--- src/rtl/hmi_pkg.sv ---
// Shared types and default timing constants for the push-button filter.
package hmi_pkg;

  typedef enum logic [2:0] {
    ST_IDLE,
    ST_DB_DN,
    ST_HELD,
    ST_REPEAT,
    ST_DB_UP
  } key_state_e;

  localparam int TICK_DIV_DEF   = 50000;
  localparam int DB_TICKS_DEF   = 20;
  localparam int RPT_DELAY_DEF  = 500;
  localparam int RPT_PERIOD_DEF = 100;

  function automatic int max3(input int a, input int b, input int c);
    int m;
    m = (a > b) ? a : b;
    return (m > c) ? m : c;
  endfunction

endpackage

--- src/rtl/key_chan.sv ---
// One key: 2-flop synchronizer, debounce/auto-repeat FSM and its tick counter.
// All outputs registered; state only advances on tick_i cycles.
module key_chan
  import hmi_pkg::*;
#(
  parameter int DB_TICKS   = DB_TICKS_DEF,
  parameter int RPT_DELAY  = RPT_DELAY_DEF,
  parameter int RPT_PERIOD = RPT_PERIOD_DEF
) (
  input  logic clk_sys,
  input  logic rst_n,
  input  logic tick_i,
  input  logic key_n_i,
  output logic level_o,
  output logic press_o,
  output logic release_o,
  output logic rpt_o
);

  localparam int CNT_MAX = max3(DB_TICKS, RPT_DELAY, RPT_PERIOD);
  localparam int CW      = (CNT_MAX > 1) ? $clog2(CNT_MAX) : 1;
  localparam logic [CW-1:0] DB_LAST     = CW'(DB_TICKS - 1);
  localparam logic [CW-1:0] DELAY_LAST  = CW'(RPT_DELAY - 1);
  localparam logic [CW-1:0] PERIOD_LAST = CW'(RPT_PERIOD - 1);

  logic [1:0]    sync_q;
  key_state_e    state_q, state_d;
  logic [CW-1:0] cnt_q, cnt_d;
  logic          from_rpt_q, from_rpt_d;
  logic          level_q, level_d;
  logic          press_q, press_d;
  logic          release_q, release_d;
  logic          rpt_q, rpt_d;
  logic          pressed;

  assign pressed = ~sync_q[1];

  always_comb begin
    state_d    = state_q;
    cnt_d      = cnt_q;
    from_rpt_d = from_rpt_q;
    level_d    = level_q;
    press_d    = 1'b0;
    release_d  = 1'b0;
    if (tick_i) begin
      unique case (state_q)
        ST_IDLE: begin
          if (pressed) begin
            if (DB_TICKS <= 1) begin
              state_d = ST_HELD;
              cnt_d   = '0;
              press_d = 1'b1;
              level_d = 1'b1;
            end else begin
              state_d = ST_DB_DN;
              cnt_d   = CW'(1);
            end
          end
        end
        ST_DB_DN: begin
          if (!pressed) begin
            state_d = ST_IDLE;
            cnt_d   = '0;
          end else if (cnt_q == DB_LAST) begin
            state_d = ST_HELD;
            cnt_d   = '0;
            press_d = 1'b1;
            level_d = 1'b1;
          end else begin
            cnt_d = cnt_q + CW'(1);
          end
        end
        ST_HELD, ST_REPEAT: begin
          if (!pressed) begin
            // Remember where we came from so a bounce during release resumes it.
            from_rpt_d = (state_q == ST_REPEAT);
            if (DB_TICKS <= 1) begin
              state_d   = ST_IDLE;
              cnt_d     = '0;
              release_d = 1'b1;
              level_d   = 1'b0;
            end else begin
              state_d = ST_DB_UP;
              cnt_d   = CW'(1);
            end
          end else if (cnt_q == ((state_q == ST_HELD) ? DELAY_LAST : PERIOD_LAST)) begin
            state_d = ST_REPEAT;
            cnt_d   = '0;
            press_d = 1'b1;
          end else begin
            cnt_d = cnt_q + CW'(1);
          end
        end
        ST_DB_UP: begin
          if (pressed) begin
            state_d = from_rpt_q ? ST_REPEAT : ST_HELD;
            cnt_d   = '0;
          end else if (cnt_q == DB_LAST) begin
            state_d   = ST_IDLE;
            cnt_d     = '0;
            release_d = 1'b1;
            level_d   = 1'b0;
          end else begin
            cnt_d = cnt_q + CW'(1);
          end
        end
        default: begin
          state_d = ST_IDLE;
          cnt_d   = '0;
          level_d = 1'b0;
        end
      endcase
    end
    rpt_d = (state_d == ST_REPEAT);
  end

  always_ff @(posedge clk_sys) begin
    if (!rst_n) begin
      sync_q     <= 2'b11;
      state_q    <= ST_IDLE;
      cnt_q      <= '0;
      from_rpt_q <= 1'b0;
      level_q    <= 1'b0;
      press_q    <= 1'b0;
      release_q  <= 1'b0;
      rpt_q      <= 1'b0;
    end else begin
      sync_q     <= {sync_q[0], key_n_i};
      state_q    <= state_d;
      cnt_q      <= cnt_d;
      from_rpt_q <= from_rpt_d;
      level_q    <= level_d;
      press_q    <= press_d;
      release_q  <= release_d;
      rpt_q      <= rpt_d;
    end
  end

  assign level_o   = level_q;
  assign press_o   = press_q;
  assign release_o = release_q;
  assign rpt_o     = rpt_q;

endmodule

--- src/rtl/key_filter.sv ---
// Three-key debounce/auto-repeat filter: shared sample-tick prescaler feeding one key_chan per key.
// Outputs registered inside each channel; no backpressure.
module key_filter
  import hmi_pkg::*;
#(
  parameter int TICK_DIV   = TICK_DIV_DEF,
  parameter int DB_TICKS   = DB_TICKS_DEF,
  parameter int RPT_DELAY  = RPT_DELAY_DEF,
  parameter int RPT_PERIOD = RPT_PERIOD_DEF
) (
  input  logic       clk_sys,
  input  logic       rst_n,
  input  logic [2:0] key_in,
  output logic [2:0] key_level,
  output logic [2:0] key_press,
  output logic [2:0] key_release,
  output logic [2:0] key_rpt
);

  localparam int PW = (TICK_DIV > 1) ? $clog2(TICK_DIV) : 1;
  localparam logic [PW-1:0] PRESC_LAST = PW'(TICK_DIV - 1);

  logic [PW-1:0] presc_q, presc_d;
  logic          tick;

  assign tick    = (presc_q == PRESC_LAST);
  assign presc_d = tick ? '0 : presc_q + PW'(1);

  always_ff @(posedge clk_sys) begin
    if (!rst_n) begin
      presc_q <= '0;
    end else begin
      presc_q <= presc_d;
    end
  end

  for (genvar g = 0; g < 3; g++) begin : g_chan
    key_chan #(
      .DB_TICKS  (DB_TICKS),
      .RPT_DELAY (RPT_DELAY),
      .RPT_PERIOD(RPT_PERIOD)
    ) u_chan (
      .clk_sys  (clk_sys),
      .rst_n    (rst_n),
      .tick_i   (tick),
      .key_n_i  (key_in[g]),
      .level_o  (key_level[g]),
      .press_o  (key_press[g]),
      .release_o(key_release[g]),
      .rpt_o    (key_rpt[g])
    );
  end

endmodule

--- config.mk ---
export PLATFORM = sky130hd
export DESIGN_NAME = key_filter
export DESIGN_NICKNAME = d
export VERILOG_FILES = /design/src/rtl/hmi_pkg.sv /design/src/rtl/key_chan.sv /design/src/rtl/key_filter.sv
export SDC_FILE = /design/constraint.sdc
export NUM_CORES = 1
export LEC_CHECK = 0
export CORE_MARGIN = 2
export CORE_UTILIZATION = 40
export DETAILED_ROUTE_END_ITERATION = 8
export MAX_ROUTING_LAYER = met4
export SLEW_MARGIN = 20
export SYNTH_ARGS = -nofsm -noshare
export SYNTH_HDL_FRONTEND = slang
export SYNTH_HIERARCHICAL = 1
export SYNTH_SLANG_ARGS = --single-unit
export TNS_END_PERCENT = 50
--- constraint.sdc ---
create_clock -name clk_sys -period 2.9 [get_ports clk_sys]
set_input_delay 0.58 -clock clk_sys [delete_from_list [all_inputs] [get_ports clk_sys]]
set_output_delay 0.58 -clock clk_sys [all_outputs]
set_load 0.005 [all_outputs]
Word level (Yosys, flattened, before mapping). Index checks and enable logic that the tools add are counted.

Multiplexer cells: 84. Reductions and logical operators: 23. Add/sub/neg operators: 4. Bitwise logic cells: 4. Eq/ne operators: 37.

Operator list (number): 2-to-1 mux 9 bit (21); case mux 9 bit (4 select lines) (3); 2-to-1 mux 3 bit (24); case mux 3 bit (4 select lines) (3); adder 9 x 1 -> 9 bit, second input constant (3); equality test 3 x 2 -> 1 bit, second input constant (9); equality test 9 x 5 -> 1 bit, second input constant (3); equality test 9 bit (3); 2-to-1 mux 1 bit (27); != test 2 x 1 -> 1 bit, second input constant (9); AND reduction 6 bit (3); adder 16 x 1 -> 16 bit, second input constant (1); equality test 16 bit, second input constant (1); != test 2 bit, second input constant (6); AND reduction 4 bit (3); equality test 3 x 1 -> 1 bit, second input constant (3); equality test 3 bit, second input constant (3); zero test 3 bit (3); case mux 1 bit (3 select lines) (3); AND reduction 3 bit (3); OR reduction 3 bit (3); AND reduction 2 bit (4); OR reduction 2 bit (4); case mux 1 bit (2 select lines) (3); NOT 1 bit (4).

Output and inout port bits: 12. Flip-flop bits (word level): 73. Word-level logic and storage cells: 177.

Longest topological paths before layout. Gate-level depths: netlist of the first run.

Depth after elaboration: 8. Depth in mapped cells: 8. Gate-level depth less buffers: 8.

By module. Netlist of the first run, hierarchy kept.

By module, submodules not included: key_chan (cells each 139, area each 1166.1 µm², instances 3, seq. area each 380.4 µm²); key_filter (cells each 79, area each 719.4 µm², instances 1, seq. area each 320.3 µm²).

Worst setup path after synthesis of the first run. Ideal clock, no wire load.

Kind: register -> register. From: reg presc_q[5]. To: reg g_chan[0].u_chan.rpt_q. Period minus slack after synthesis: 2.351 ns. Stages on the path, launching flop included: 8. Arrival time: 2.263 ns. Slack: 0.549 ns. Library setup time: 0.088 ns. Path buffers: 1. Cell sequence: dfxtp_1 or4b_4 nor4_4 clkbuf_1 nor2_1 a211oi_1 nand2_1 a311oi_2.

Cells in the longest elaborated chain, start to end: 3.

Ends and longest elaborated chain: from (decl) (RTL line key_filter.sv:23) `logic [PW-1:0] presc_q, presc_d;`; from (signal assigned) (RTL line key_filter.sv:33) `presc_q <= presc_d;`; equality test 16 bit (RTL line key_filter.sv:26) `assign tick = (presc_q == PRESC_LAST);`; via tick (RTL line key_filter.sv:24) `logic tick;`; 2-to-1 mux 3 bit (RTL line key_chan.sv:45) `if (tick_i) begin`; equality test 3 x 2 -> 1 bit (RTL line key_chan.sv:114) `rpt_d = (state_d == ST_REPEAT);`; to (signal assigned) (RTL line key_chan.sv:135) `rpt_q <= rpt_d;`; to (decl) (RTL line key_chan.sv:33) `logic rpt_q, rpt_d;`.

The timed path passes the listed nets, and every way through them passes these cells. A chain may end at the register's enable or synchronous reset.

Worst setup path in the final report of the first run.
From: reg presc_q[0]. To: reg g_chan[1].u_chan.cnt_q[6].

Cells in the longest elaborated chain, start to end: 2.

Ends and longest elaborated chain: equality test 16 bit (RTL line key_filter.sv:26); via tick (RTL line key_filter.sv:24); AND reduction 2 bit (no source line); to (signal assigned) (RTL line key_chan.sv:130) `cnt_q <= cnt_d;`; to (decl) (RTL line key_chan.sv:28) `logic [CW-1:0] cnt_q, cnt_d;`.

The timed path passes the listed nets, and every way through them passes these cells.

==> impl_metrics.csv, run 1 <==
group,metric,value,unit
place,gp_congestion,0.835,
floorplanning,initial_core_util,41.0,%
logic_synthesis,synth_fp_nets,505,
timing,period_share,81.2,%
timing,finalClockSkew,0.00630,ns
drt,drc_errors,0,
final_layout,synthToLayoutAreaGrowth,11.0,%
cts,cts.path.max_buffers,2,
logic_synthesis,yosysSeqAreaShare,34.6,%
timing,fin_crit,2.36,ns
timing,drv_slew,0,
timing,relSlewSlack,66.3,%
power_and_ir_drop,switching_share,20.7,%
setup_path,crit_chain,"ha_1, nand3_1, nor4_4, buf_12, nand2_1, nor3b_1, o221a_1",
floorplanning,dieArea,0.0114,mm^2
global_route,globalRouteTotalUtil,17.2,%
drt,via_count,3576,
logic_synthesis,ys_warn_count,6,
floorplanning,die_w,107,um
place,placed_area,0.00442,mm^2
floorplanning,core,0.0103,mm^2
final_layout,drive_gt1_share,8.42,%
cts,cts-root-buf,"clkbuf_8",
power_and_ir_drop,internal_power,1680,uW
cts,htreeDepth,3,
setup_path,cp.required,3.19,ns
setup_path,reg2reg_depth,7,
cts,clock_sink_count,73,
drt,post_drt_via_cell_ratio,5.63,
min_path,hp-start,"g_chan[1].u_chan/sync_q[0]",
timing,whs,0.410,ns
timing,rsz0062_at_grt,"false",
timing,setup_viol,0,
power_and_ir_drop,p_clk_share,48.9,%
min_path,min_to,"g_chan[1].u_chan/sync_q[1]",
global_route,grt_overflow,0,
cts,cts_tree,"built",
power_and_ir_drop,combPwrFrac,2.7,%
timing,finalSetupTns,0,ns
timing,fmax,424,MHz
drt,ant_nets,0,
outcome,status,"finished, final reports clean",
place,hpwl,5.97,mm
global_route,antenna_found_initial,0,
place,io_buffers,16,
setup_path,start_kind,"register",
final_layout,fin_area,0.00468,mm^2
logic_synthesis,netlist_area,0.00422,mm^2
timing,worst_pin_slew,0.506,ns
setup_path,crit_path_end_kind,"register",
final_layout,nets,503,
setup_path,r2r-start,"presc_q[0]",
cts,clk_pin_slew_worst_paths,0.08,ns
setup_path,worst_path_max_delay_cell,"nor4_4",
setup_path,max_stage_delay,0.41,ns
logic_synthesis,syn-instance-count,496,
min_path,hold_path_depth,1,
logic_synthesis,async_flop_share,0,%
power_and_ir_drop,power_leakage,0.00148,uW
cts,cts_buffers,9,
drt,wl_per_cell,13.9,um
global_route,grt_first_pass_wirelength,15.7,mm
power_and_ir_drop,irDropWorstVdd,0.185,mV
floorplanning,num_rows,37,
setup_path,cp_max_fo,46,
logic_synthesis,yosys_register_bits,73,
setup_path,path_class,"reg2reg",
power_and_ir_drop,switchingPower,437,uW
floorplanning,die_y,107,um
logic_synthesis,synth_edf_count,0,
setup_path,r2r_setup_slack,0.54,ns
logic_synthesis,synth_ff_type,"dfxtp_1",
cts,cts_resized,0,
flow_run,cap_violations,0,
floorplanning,ios,17,
global_route,grt_pass1_vias,3376,
drt,first_pass_iters,4,
drt,drt-total-wl,8.80,mm
logic_synthesis,avgSynthCellArea,8.50,um^2
logic_synthesis,synth_cell_types,50,
cts,cts_hold_buffers,0,
min_path,min-delay-path-class,"reg2reg",
power_and_ir_drop,pwr-share-seq,48.4,%
setup_path,arrival,2.65,ns
final_layout,diodes,0,
global_route,grt_max_degree,47,
cts,post_cts_buffers,0,
drt,drt_iter0_markers,148,
setup_path,r2r-end,"g_chan[1].u_chan/cnt_q[6]",
timing,final-hold-violation-count,0,
cts,clk-insertion-delay-late,0.35,ns
power_and_ir_drop,p_per_area,451,mW/mm^2
[state kept, by name, indices dropped and copies added, names as in the netlist]
name                      count
g_chan.u_chan/cnt_q          27
g_chan.u_chan/from_rpt_q      3
g_chan.u_chan/level_o         3
g_chan.u_chan/press_o         3
g_chan.u_chan/release_o       3
g_chan.u_chan/rpt_o           3
g_chan.u_chan/state_q         9
g_chan.u_chan/sync_q          6
presc_q                      16
[routing by layer]
metal	global-route usage, %	part of all wire [%]	vias to the layer above
met2	26.9	46	39
met4	5.47	1.2	0
li1	-	-	1832
met5	-	0	-
met3	4.26	2.6	11
met1	21.8	50	1694
[synth_stat cells, types with 7 or more instances]
cell      number  area, um^2
o21ai_0       12        60.1
nand3_1       20         100
and2_1         7        43.8
a31oi_1       15        93.8
buf_2         18        90.1
clkbuf_1       9        33.8
nor4_1         7        43.8
xnor2_1       12         105
nand2b_1      27         169
nand4_1       15        93.8
nand2_1       45         169
nor2_1        52         195
a211oi_1      15         113
a31o_1        12         105
nor3b_1       12        90.1
nor3_1        15        75.1
o221a_1        9         101
dfxtp_1       73        1460
a21oi_1       21         105
inv_1          7        26.3
[how the worst max path moves through the flow]
stage          cells after the start                        end        from  slack, ns
6_report                           7  g_chan[1].u_chan/cnt_q[6]  presc_q[0]       0.54
2_1_floorplan                      7     g_chan[0].u_chan/rpt_o  presc_q[5]       0.55
4_1_cts                            7  g_chan[1].u_chan/cnt_q[6]  presc_q[0]       0.56
3_3_place_gp                       7  g_chan[2].u_chan/cnt_q[6]  presc_q[0]       0.68
5_1_grt                            7  g_chan[1].u_chan/cnt_q[6]  presc_q[0]       0.33
3_5_place_dp                       7  g_chan[0].u_chan/cnt_q[6]  presc_q[0]       0.58
[power by group through the flow]
stage,Combinational (uW),Sequential [uW],Clock (uW)
2_1_floorplan,44.2,1040,0
3_3_place_gp,56.2,1050,0
3_5_place_dp,57.7,1050,0
4_1_cts,58.0,1020,1060
5_1_grt,63.4,1020,1100
6_report,57.1,1020,1030
[worst max-delay path: cells and delay by family, from the launching register on]
family | cells | cell delay (ns)
DFF | 1 | 0.38
adders and majority gates | 1 | 0.20
and+or+nand+nor | 4 | 1.23
buffers and inverters | 1 | 0.25
AOI/OAI and AO/OA | 1 | 0.21
[logic make-up (layout without fill, tap and decap cells)]
kind of cell               Yosys count  count (layout)  share of synthesized area, %
and+or+nand+nor                    247             247                          34.4
DFF                                 73              73                          34.6
AOI/OAI and AO/OA                  114             114                          20.9
buffers and inverters               38              41                          4.63
adders and majority gates            4               4                          1.19
muxes                                3               3                         0.712
xor gates and xnor gates            17              17                          3.53
[metrics by stage]
step	setup WS (ns)	util [%]	cells	power (uW)
CTS	0.556	45.6	635	2140
finish	0.544	45.6	635	2110
floorplan	0.549	-	496	1080
global route	0.326	45.6	635	2190
global placement	0.675	43.0	619	1100
detailed placement	0.584	43.0	619	1100
[layout make-up]
cell class,instances,area [um^2]
fillers,1048,5600
multi-input cells,385,2560
flip-flops and latches,73,1460
repair buffers,18,200
well taps,136,170
clock buffers,12,165
clock inverters,4,97.6
inverters,7,26.3
[layout by cell type, fill, tap and decap left out, drive strengths merged, types with 3 or more instances in the layout]
master,instances
nand3,20
o221a,9
and2,7
or2,3
or4,3
clkdlybuf4s50,16
a22oi,6
o21ai,15
a21oi,24
nor2,52
inv,7
o2111ai,3
o32ai,3
bufinv,3
nor4b,9
dfxtp,73
nand2,45
xnor2,12
and3,6
nand4,15
nand2b,27
nor3,15
nor4,8
clkbuf,12
a211oi,15
a31oi,15
a2bb2oi,6
nand3b,6
nor3b,15
a311oi,6
ha,4
mux2i,3
a31o,12
or3,3
xor2,5
and4b,3
nor2b,6
Power figures use the tool's default switching activity.
==> run 2: changes to the inputs <==
==> constraint.sdc (replaced) <==
create_clock -name clk_sys -period 2.2 [get_ports clk_sys]
set_input_delay 0.44 -clock clk_sys [delete_from_list [all_inputs] [get_ports clk_sys]]
set_output_delay 0.44 -clock clk_sys [all_outputs]
set_load 0.005 [all_outputs]
==> run 2 against run 1 <==
Net effect:
- die area unchanged
- largest cell class unchanged
- clock power increased by 26%
- register-to-register slack got worse by 0.47 ns
- via count increased by 8.2%
- largest power group is now registers
- sequential share of layout area decreased by 1.7 points
- design area increased by 5.7%
- clock skew increased by 0.0027 ns
- core utilization increased by 2.6 points
==> impl_metrics.csv, run 2 (same netlist as run 1, synthesis figures left out) <==
group,metric,value,unit
power_and_ir_drop,power_leakage,0.00165,uW
final_layout,fin_util,48.2,%
drt,drt_iter0_markers,202,
timing,final-hold-violation-count,0,
cts,cts_hold_buffers,0,
final_layout,top_regs,"g_chan.u_chan/cnt_q x27, presc_q x16, g_chan.u_chan/state_q x9",
final_layout,top_register,"g_chan.u_chan/cnt_q",
cts,cts_tree,"built",
flow_run,cap_violations,0,
setup_path,worst_path_max_delay_cell,"or4b_4",
place,gp_congestion,0.870,
floorplanning,dieArea,0.0114,mm^2
power_and_ir_drop,p_per_area,552,mW/mm^2
timing,fin_crit,2.12,ns
setup_path,crit_path_end_kind,"register",
floorplanning,initial_core_util,41.0,%
global_route,grt_overflow,0,
cts,htreeDepth,3,
setup_path,cp.depth,8,
final_layout,final_common_cell,"dfxtp_1",
power_and_ir_drop,irDropWorstVdd,0.271,mV
floorplanning,die_w,107,um
setup_path,path_class,"reg2reg",
cts,clock_sink_count,73,
timing,fin_ws,0.0783,ns
setup_path,crit_family,"simple AND/OR/NAND/NOR gates",
drt,first_pass_iters,4,
setup_path,reg2reg_depth,8,
cts,cts_buffers,9,
global_route,grt_max_degree,45,
final_layout,synthToLayoutAreaGrowth,17.4,%
final_layout,fin_area,0.00495,mm^2
setup_path,endpoint,"g_chan[1].u_chan/cnt_q[5]",
global_route,globalRouteTotalUtil,18.5,%
timing,worst_pin_slew,0.531,ns
setup_path,cp_num_buf_inv,3,
drt,via_count,3871,
floorplanning,core,0.0103,mm^2
drt,wl_per_cell,15.0,um
global_route,grt_pass1_vias,3609,
timing,finalClockSkew,0.00900,ns
timing,fmax,471,MHz
final_layout,largest_reg_flops,27,
setup_path,cp.required,2.50,ns
outcome,status,"finished, final reports clean",
timing,setup_viol,0,
setup_path,start_kind,"register",
min_path,min-delay-path-class,"reg2reg",
final_layout,n_fill_cell,1006,
cts,cts-root-buf,"clkbuf_8",
setup_path,cp_max_fo,6,
cts,cts.path.max_buffers,2,
setup_path,r2r_setup_slack,0.08,ns
drt,drc_errors,0,
cts,clk-insertion-delay-late,0.36,ns
final_layout,nets,535,
drt,post_drt_via_cell_ratio,5.80,
place,io_buffers,16,
timing,period_share,96.4,%
place,pre_cts_slack,-0.114,ns
final_layout,layout_common_cells,"dfxtp_1, nor2_1, nand2_1",
setup_path,r2r-end,"g_chan[1].u_chan/cnt_q[5]",
place,hpwl,6.63,mm
floorplanning,ios,17,
cts,clk_pin_slew_worst_paths,0.08,ns
global_route,antenna_found_initial,0,
setup_path,crit_chain,"or4b_4, nor4_4, buf_4, buf_2, nand2_1, buf_4, nor2_1, o221a_1",
setup_path,critPathLaunch,"presc_q[10]",
setup_path,max_stage_delay,0.54,ns
setup_path,r2r-start,"presc_q[10]",
floorplanning,num_rows,37,
global_route,grt_first_pass_wirelength,16.8,mm
timing,finalSetupTns,0,ns
final_layout,drive_gt1_share,16.2,%
timing,whs,0.403,ns
floorplanning,die_y,107,um
drt,drt-total-wl,9.99,mm
timing,relSlewSlack,64.6,%
setup_path,cpMostUsedCell,"buf_4",
place,placed_area,0.00458,mm^2
final_layout,diodes,0,
setup_path,arrival,2.42,ns
drt,ant_nets,0,
timing,drv_slew,0,
-- run 2: changes by cell type in the layout (fill, tap and decap cells not counted), sizes merged --
cell and delta:
clkbuf -1, buf +31, clkinvlp -1, clkinv +3
-- run 2: per-layer routing --
| metal | routed length, um | part of all wire (%) | track usage (%) |
|---|---|---|---|
| met2 | 4710 | 47 | 28.2 |
| met5 | 0 | 0 | - |
| met3 | 297 | 3.0 | 3.28 |
| met4 | 192 | 1.9 | 8.72 |
| met1 | 4790 | 48 | 23.8 |
-- run 2: how the worst min path moves through the flow --
stage / from / endpoint / slack (ns) / depth (start not counted)
2_1_floorplan: g_chan[0].u_chan/sync_q[0] / g_chan[0].u_chan/sync_q[1] / 0.39 / 1
5_1_grt: g_chan[0].u_chan/sync_q[0] / g_chan[0].u_chan/sync_q[1] / 0.42 / 1
3_3_place_gp: g_chan[1].u_chan/sync_q[0] / g_chan[1].u_chan/sync_q[1] / 0.39 / 1
3_5_place_dp: g_chan[1].u_chan/sync_q[0] / g_chan[1].u_chan/sync_q[1] / 0.39 / 1
6_report: g_chan[0].u_chan/sync_q[0] / g_chan[0].u_chan/sync_q[1] / 0.40 / 1
4_1_cts: g_chan[0].u_chan/sync_q[0] / g_chan[0].u_chan/sync_q[1] / 0.41 / 1
-- run 2: report_power, final --
part / internal [uW] / total, uW / leakage [uW] / switching (uW)
sequential: 1330 / 1340 / 0.000590 / 9.36
clock: 779 / 1300 / 0.000126 / 523
combinational: 37.9 / 92.2 / 0.000931 / 54.3
-- run 2: area by class of cell --
type / instances / area, um^2 / area share [%]
multi-input combinational: 385 / 2620 / 52.9
timing repair buffer: 50 / 433 / 8.75
tap: 136 / 170 / 3.44
clock inverter: 6 / 105 / 2.12
clock buffer: 10 / 138 / 2.78
sequential: 73 / 1460 / 29.5
inverter: 7 / 26.3 / 0.531
-- run 2: what timing repair did --
action,in CTS,in global routing
gates cloned,0,2
setup buffers,1,6
setup endpoints to repair,15,24
resized for setup,3,12
pin swaps,1,2
-- run 2: stage by stage --
step | total power [uW] | instances
global placement | 1460 | 642
CTS | 2760 | 659
detailed placement | 1460 | 642
finish | 2730 | 667
global route | 2820 | 667
floorplan | 1430 | 496
